`config.mk`:
```
export PLATFORM = sky130hd
export DESIGN_NAME = lpc_io_target
export DESIGN_NICKNAME = d
export VERILOG_FILES = /design/src/rtl/lpc_io_target.sv
export SDC_FILE = /design/constraint.sdc
export NUM_CORES = 1
export LEC_CHECK = 0
export CAP_MARGIN = 25
export CORE_ASPECT_RATIO = 1.75
export CORE_MARGIN = 2
export CORE_UTILIZATION = 38
export DETAILED_ROUTE_END_ITERATION = 10
export GPL_TIMING_DRIVEN = 1
export PLACE_DENSITY = 0.67
export SLEW_MARGIN = 20
export SYNTH_ARGS = -nofsm -noshare
export SYNTH_HDL_FRONTEND = slang
export SYNTH_SLANG_ARGS = --single-unit
```
`constraint.sdc`:
```
create_clock -name LpcClock -period 3 [get_ports LpcClock]
set_input_delay 0.6 -clock LpcClock [delete_from_list [all_inputs] [get_ports LpcClock]]
set_output_delay 0.6 -clock LpcClock [all_outputs]
set_load 0.1 [all_outputs]
```
`src/rtl/lpc_io_target.sv`:
```
// LPC I/O-cycle target: decodes host I/O reads/writes in a 32-byte window and bridges them to the register file.
// Write strobe issued on the SYNC clock; read data sampled on SYNC and returned on the next two clocks. No wait states.
module lpc_io_target #(
    parameter logic [15:0] BASE_ADDR = 16'h0800
) (
    input  logic       LpcClock,
    input  logic       PciReset,
    input  logic       LFRAME_N,
    input  logic [3:0] LAD_IN,
    output logic [3:0] LAD_OUT,
    output logic       LAD_OE,
    output logic [7:0] Addr,
    output logic       Wr,
    output logic [7:0] DataWrSW,
    input  logic [7:0] RdData
);

    typedef enum logic [2:0] {
        IDLE,
        START,
        ADDR,
        WDATA,
        HTAR,
        SYNC,
        RDATA,
        TTAR
    } state_t;

    state_t      state;
    logic [1:0]  cnt;
    logic        dir_wr;
    logic [11:0] addr_sr;
    logic [3:0]  wr_lo;
    logic [7:0]  rd_buf;
    logic [15:0] io_addr;
    logic        match;

    // Full address as it will stand once the current nibble is shifted in.
    assign io_addr = {addr_sr, LAD_IN};
    assign match   = (io_addr[15:5] == BASE_ADDR[15:5]);

    always_ff @(posedge LpcClock or negedge PciReset) begin
        if (!PciReset) begin
            state    <= IDLE;
            cnt      <= 2'd0;
            dir_wr   <= 1'b0;
            addr_sr  <= 12'h000;
            wr_lo    <= 4'h0;
            rd_buf   <= 8'h00;
            Addr     <= 8'h00;
            Wr       <= 1'b0;
            DataWrSW <= 8'h00;
        end else begin
            Wr <= 1'b0;
            if (!LFRAME_N) begin
                // Host framing wins in any state: a zero nibble starts a cycle, anything else aborts.
                state <= (LAD_IN == 4'h0) ? START : IDLE;
                cnt   <= 2'd0;
            end else begin
                case (state)
                    IDLE: ;
                    START: begin
                        cnt <= 2'd0;
                        case (LAD_IN)
                            4'h0: begin dir_wr <= 1'b0; state <= ADDR; end
                            4'h2: begin dir_wr <= 1'b1; state <= ADDR; end
                            default: state <= IDLE;
                        endcase
                    end
                    ADDR: begin
                        addr_sr <= io_addr[11:0];
                        cnt     <= cnt + 2'd1;
                        if (cnt == 2'd3) begin
                            cnt <= 2'd0;
                            if (match) begin
                                Addr  <= {3'b000, io_addr[4:0]};
                                state <= dir_wr ? WDATA : HTAR;
                            end else begin
                                state <= IDLE;
                            end
                        end
                    end
                    WDATA: begin
                        if (cnt == 2'd0) begin
                            wr_lo <= LAD_IN;
                            cnt   <= 2'd1;
                        end else begin
                            // Commit the whole byte at once so an abort never leaves a half-written value.
                            DataWrSW <= {LAD_IN, wr_lo};
                            cnt      <= 2'd0;
                            state    <= HTAR;
                        end
                    end
                    HTAR: begin
                        if (cnt == 2'd0) begin
                            cnt <= 2'd1;
                        end else begin
                            cnt   <= 2'd0;
                            Wr    <= dir_wr;
                            state <= SYNC;
                        end
                    end
                    SYNC: begin
                        if (!dir_wr) rd_buf <= RdData;
                        cnt   <= 2'd0;
                        state <= dir_wr ? TTAR : RDATA;
                    end
                    RDATA: begin
                        if (cnt == 2'd0) begin
                            cnt <= 2'd1;
                        end else begin
                            cnt   <= 2'd0;
                            state <= TTAR;
                        end
                    end
                    TTAR: begin
                        if (cnt == 2'd0) begin
                            cnt <= 2'd1;
                        end else begin
                            cnt   <= 2'd0;
                            state <= IDLE;
                        end
                    end
                    default: state <= IDLE;
                endcase
            end
        end
    end

    // Pad drive depends on flops only, so LAD_IN/RdData never reach the pad combinationally.
    always_comb begin
        LAD_OE  = 1'b0;
        LAD_OUT = 4'hF;
        case (state)
            SYNC: begin
                LAD_OE  = 1'b1;
                LAD_OUT = 4'h0;
            end
            RDATA: begin
                LAD_OE  = 1'b1;
                LAD_OUT = cnt[0] ? rd_buf[7:4] : rd_buf[3:0];
            end
            TTAR: LAD_OE = ~cnt[0];
            default: ;
        endcase
    end

endmodule

```
After elaboration in Yosys (flattened, before gate mapping)
Index checks and enable logic that the tools add are counted.

Output and inout bits: 22. Input port bits: 15. Bits in registers: 44. Logic and storage cells: 67.

Equal/unequal tests: 17. Reduce and logical (&&, ||, !) cells: 14. $add $sub $neg: 1. Bitwise operators: 3. Multiplexer cells: 23.

Operators with widths (number): $mux W3 (8); $pmux W3 S7 (1); $ne A3 B3 Y1 const B (5); $eq A3 B3 Y1 const B (4); $reduce_and A3 Y1 (4); $eq A11 B7 Y1 const B (1); $ne A8 B1 Y1 const B (1); $pmux W4 S2 (1); $eq A3 B2 Y1 const B (2); $mux W1 (6); $mux W2 (3); $pmux W2 S3 (1); $reduce_and A6 Y1 (1); $reduce_or A2 Y1 (3); $eq A4 B2 Y1 const B (1); $logic_not A4 Y1 (1); $mux W4 (1); $ne A4 B3 Y1 const B (1); $pmux W1 S2 (2); $reduce_and A4 Y1 (1); $reduce_or A4 Y1 (1); $eq A3 B1 Y1 const B (1); $not A1 Y1 (3); $add A2 B1 Y2 const B (1); other kinds (4) (4).

Depth between registers and ports, before layout
Depth in word-level cells: 5. Depth in mapped cells: 7. Mapped depth without buffers: 6.

Worst setup path after synthesis
No wires, ideal clock.

Kind: flip-flop to output port. Start point: register cnt[0]. End point: output LAD_OUT[0]. Path slack: -0.465 ns. Data required time: 2.400 ns. Stages on the path, launching flop included: 5. Buffers on the path: 1. Data arrival time: 2.865 ns. Cell sequence: dfrtp_1 > clkbuf_1 > nor2b_1 > a211oi_1 > o21ai_0.

Longest elaborated chain between the ends: 2.

Ends and longest elaborated chain: start: declaration (RTL line 30) `logic [1:0] cnt;`; start signal: assignment (RTL line 72) `cnt <= cnt + 2'd1;`; $mux W4 (RTL line 141) `LAD_OUT = cnt[0] ? rd_buf[7:4] : rd_buf[3:0];`; $pmux W4 S2 (RTL line 134) `case (state)`; end: declaration (RTL line 10) `output logic [3:0] LAD_OUT,`.

No other way between the ends.

Final worst setup path
Start point: register state[1]. End point: output LAD_OUT[0].

Longest elaborated chain between the ends: 2. Elaborated cells on any way between the ends: 3. Those cells by class: 2 x eq/ne; 1 x mux.

Ends and longest elaborated chain: start: declaration (RTL line 29) `state_t state;`; start signal: assignment (RTL line 57) `state <= (LAD_IN == 4'h0) ? START : IDLE;`; start signal: assignment (RTL line 77) `state <= dir_wr ? WDATA : HTAR;`; start signal: assignment (RTL line 106) `state <= dir_wr ? TTAR : RDATA;`; $eq A3 B3 Y1 (RTL line 134); $pmux W4 S2 (*) (RTL line 134).

Mark *: on every way between the ends. The rest lies on a longest branch, timed or not.

==> reports/metrics.yaml <==
status:
  run_status: "finished clean"
placement:
  dpl_cell_area_um2: 2400
  io_buffer_count: 33
  dp_hpwl_um: 2770
  gp_congestion: 0.751
  post-place-ws_ns: 0.488
cells_and_area:
  syn2layout_area_growth_pct: 20.5
  fin_area_um2: 2510
  drive_above_1_share_pct: 38.3
  antenna_cells: 0
  fin_nets: 217
drt:
  post-route-drc-count: 0
  dr_total_vias: 1378
  drtIter0Drc: 29
  ant_nets: 0
  drt_pass1_iterations: 4
  via_per_inst: 5.38
  wl_um: 3800
  routedWlPerCell_um: 14.8
floorplanning:
  die_h_um: 102
  rows: 35
  io_pins: 37
  start_util_pct: 39.6
  placeableCoreArea_um2: 5260
  die-area_um2: 6110
  fp.dieW_um: 60.0
worst_setup_path:
  arrival_ns: 1.95
  required_ns: 2.40
  cpPeakStageDelay_ns: 0.68
  critical_path.slowest_cell: "dfrtp_1"
  path_cells: "nand2b_1, a211oi_1, o21ai_1, buf_4"
  crit_path_end_kind: "output port"
  path_class: "flip-flop to output port"
  crit_fanout: 17
  start_kind: "flip-flop"
clock_tree:
  cts_buffers: 5
  cts_tree: "yes"
  clockBufferDepth: 2
  post_cts_buffers: 0
  htree_levels: 2
  hold_buffers: 0
  ctsResizeCount: 0
  cts_root_buffer: "clkbuf_8"
  cts.clk_slew.worst_paths_ns: 0.08
  worstSkewPairLatency_ns: 0.29
  cts_sinks: 44
logic_synthesis:
  yosys-top-cells-area: "dfrtp_1 (53%), mux2_2 (19%), nor2b_1 (2.4%)"
  yosys.area.top_type_share_pct: 52.9
  yosysTopAreaCell: "dfrtp_1"
  ys_top_cells_by_count: "dfrtp_1 (44), mux2_2 (36), o21ai_0 (10), nor2b_1 (8), nand2_1 (7)"
  async_flop_share_pct: 100
  avgSynthCellArea_um2: 12.5
  ys_ff_latch: 44
  yosys_most_used_dff: "dfrtp_1"
  synth_warnings: 0
  syn_inst: 166
  ys_seq_area_share_pct: 52.9
  yosysMostFrequentCell: "dfrtp_1"
  ys_types: 38
  synth_enable_flop_cells: 0
  syn_area_um2: 2080
grt:
  grt_remaining_overflow: 0
  grt_max_degree: 45
  first_global_vias: 1357
  grt_use_total_pct: 14.4
  grt_antenna_before_repair: 0
  grt_pass1_wl_um: 6680
power_and_ir_drop:
  netSwitchingPower_w: 0.000359
  power_switching_share_pct: 27.2
  total_power_w: 0.00132
  power.internal_w: 0.000958
  pwr_density_cell_nw_per_um2: 525
  vdd_ir_drop_max_uv: 301
  p_clk_share_pct: 28.0
  leakage_nw: 1.14
  power_frac_seq_pct: 54.7
  comb_power_share_pct: 17.3
sta:
  grt_setup_unrepaired: "false"
  min_period_ns: 2.55
  fin_ws_ns: 0.452
  finClkSkew_ns: 0.00842
  min_period_over_period_pct: 84.9
  maxSlewHeadroom_pct: 57.6
  max_freq_mhz: 392
  setup_viol: 0
  setup_tns_ns: 0
  maxSlewViolCount: 0
  hold_viol: 0
  tightest_slew_ns: 0.632
  hold_slack_ns: 0.198
hold_path:
  hp-class: "input pin to async pin"
job:
  cap_violations: 0
-- area by class of cell --
cell class / instances / area, um2
Fill cell: 494 / 2750
Clock buffer: 8 / 90.1
Inverter: 3 / 11.3
Tap cell: 55 / 68.8
Timing Repair Buffer: 36 / 313
Multi-Input combinational cell: 110 / 925
Sequential cell: 44 / 1100
-- path summary, 6_finish.rpt --
check | slack, ns | cells after the start | start | end
worst min register to register | 0.51 | 1 | addr_sr[8] | addr_sr[8]
min in group LpcClock | 0.51 | 1 | addr_sr[8] | addr_sr[8]
worst min-delay path | 0.20 | 1 | PciReset | rd_buf[6]
max in group asynchronous | 2.34 | 2 | PciReset | Addr[0]
worst max-delay path | 0.45 | 4 | state[1] | LAD_OUT[0]
worst max register to register | 0.91 | 4 | cnt[0] | DataWrSW[1]
-- cells in the final DEF, fill, tap and decap left out, drive strengths merged --
cell type,count
a21oi,3
o22ai,1
nand2b,3
nor2,5
mux2,37
o21ai,10
nor2b,8
buf,23
inv,3
nand4,1
or3,3
a22oi,1
o221ai,1
ha,2
a21boi,1
a31oi,3
dfrtp,44
or4,1
nand2,7
nor4bb,1
nor4b,3
o31ai,1
conb,3
nor3,6
a211oi,4
clkbuf,8
or4b,1
mux2i,1
clkdlybuf4s50,13
nor4,2
nor3b,1
-- registers in the layout, summed over array words and instances, names as in the netlist --
register / cells
state: 3
Wr: 1
Addr: 5
DataWrSW: 8
addr_sr: 12
rd_buf: 8
cnt: 2
dir_wr: 1
wr_lo: 4
-- kinds of logic after synthesis --
group	count (synthesis)	synth area share (%)
AOI/OAI and AO/OA	25	7.51
adders and majority gates	2	1.20
buffers and inverters	14	3.37
DFF	44	52.9
muxes	38	20.7
other	1	0.180
and+or+nand+nor	42	14.2
-- metrics by stage --
stage                     instances  util (%)
after floorplan                 168         -
after global placement          247      45.6
after detailed placement        247      45.6
after CTS                       255      47.4
after global routing            256      47.7
final                           256      47.7
-- metal layers --
layer | part of all wire [%] | wire [um] | up-vias | GRT usage, %
li1 | - | - | 663 | -
met1 | 41 | 1540 | 674 | 18.7
met2 | 54 | 2050 | 37 | 23.3
met3 | 3.6 | 136 | 4 | 2.41
met4 | 1.8 | 69 | 0 | 6.32
met5 | 0 | 0 | - | 0
-- power groups by stage --
| stage | clock [W] | combinational (W) | sequential [W] |
|---|---|---|---|
| 6_report | 0.000368 | 0.000228 | 0.000720 |
| 5_1_grt | 0.000419 | 0.000247 | 0.000731 |
| 4_1_cts | 0.000388 | 0.000228 | 0.000722 |
| 3_5_place_dp | 0 | 0.000227 | 0.000734 |
| 3_3_place_gp | 0 | 0.000223 | 0.000731 |
| 2_1_floorplan | 0 | 0.000163 | 0.000730 |
-- critical path, delay by kind of cell, from the launching register on --
| kind | cells | cell delay (ns) |
|---|---|---|
| buffers and inverters | 1 | 0.26 |
| AOI/OAI and AO/OA | 2 | 0.40 |
| and+or+nand+nor | 1 | 0.32 |
| DFF | 1 | 0.68 |
(Power assumes the default switching activity.)
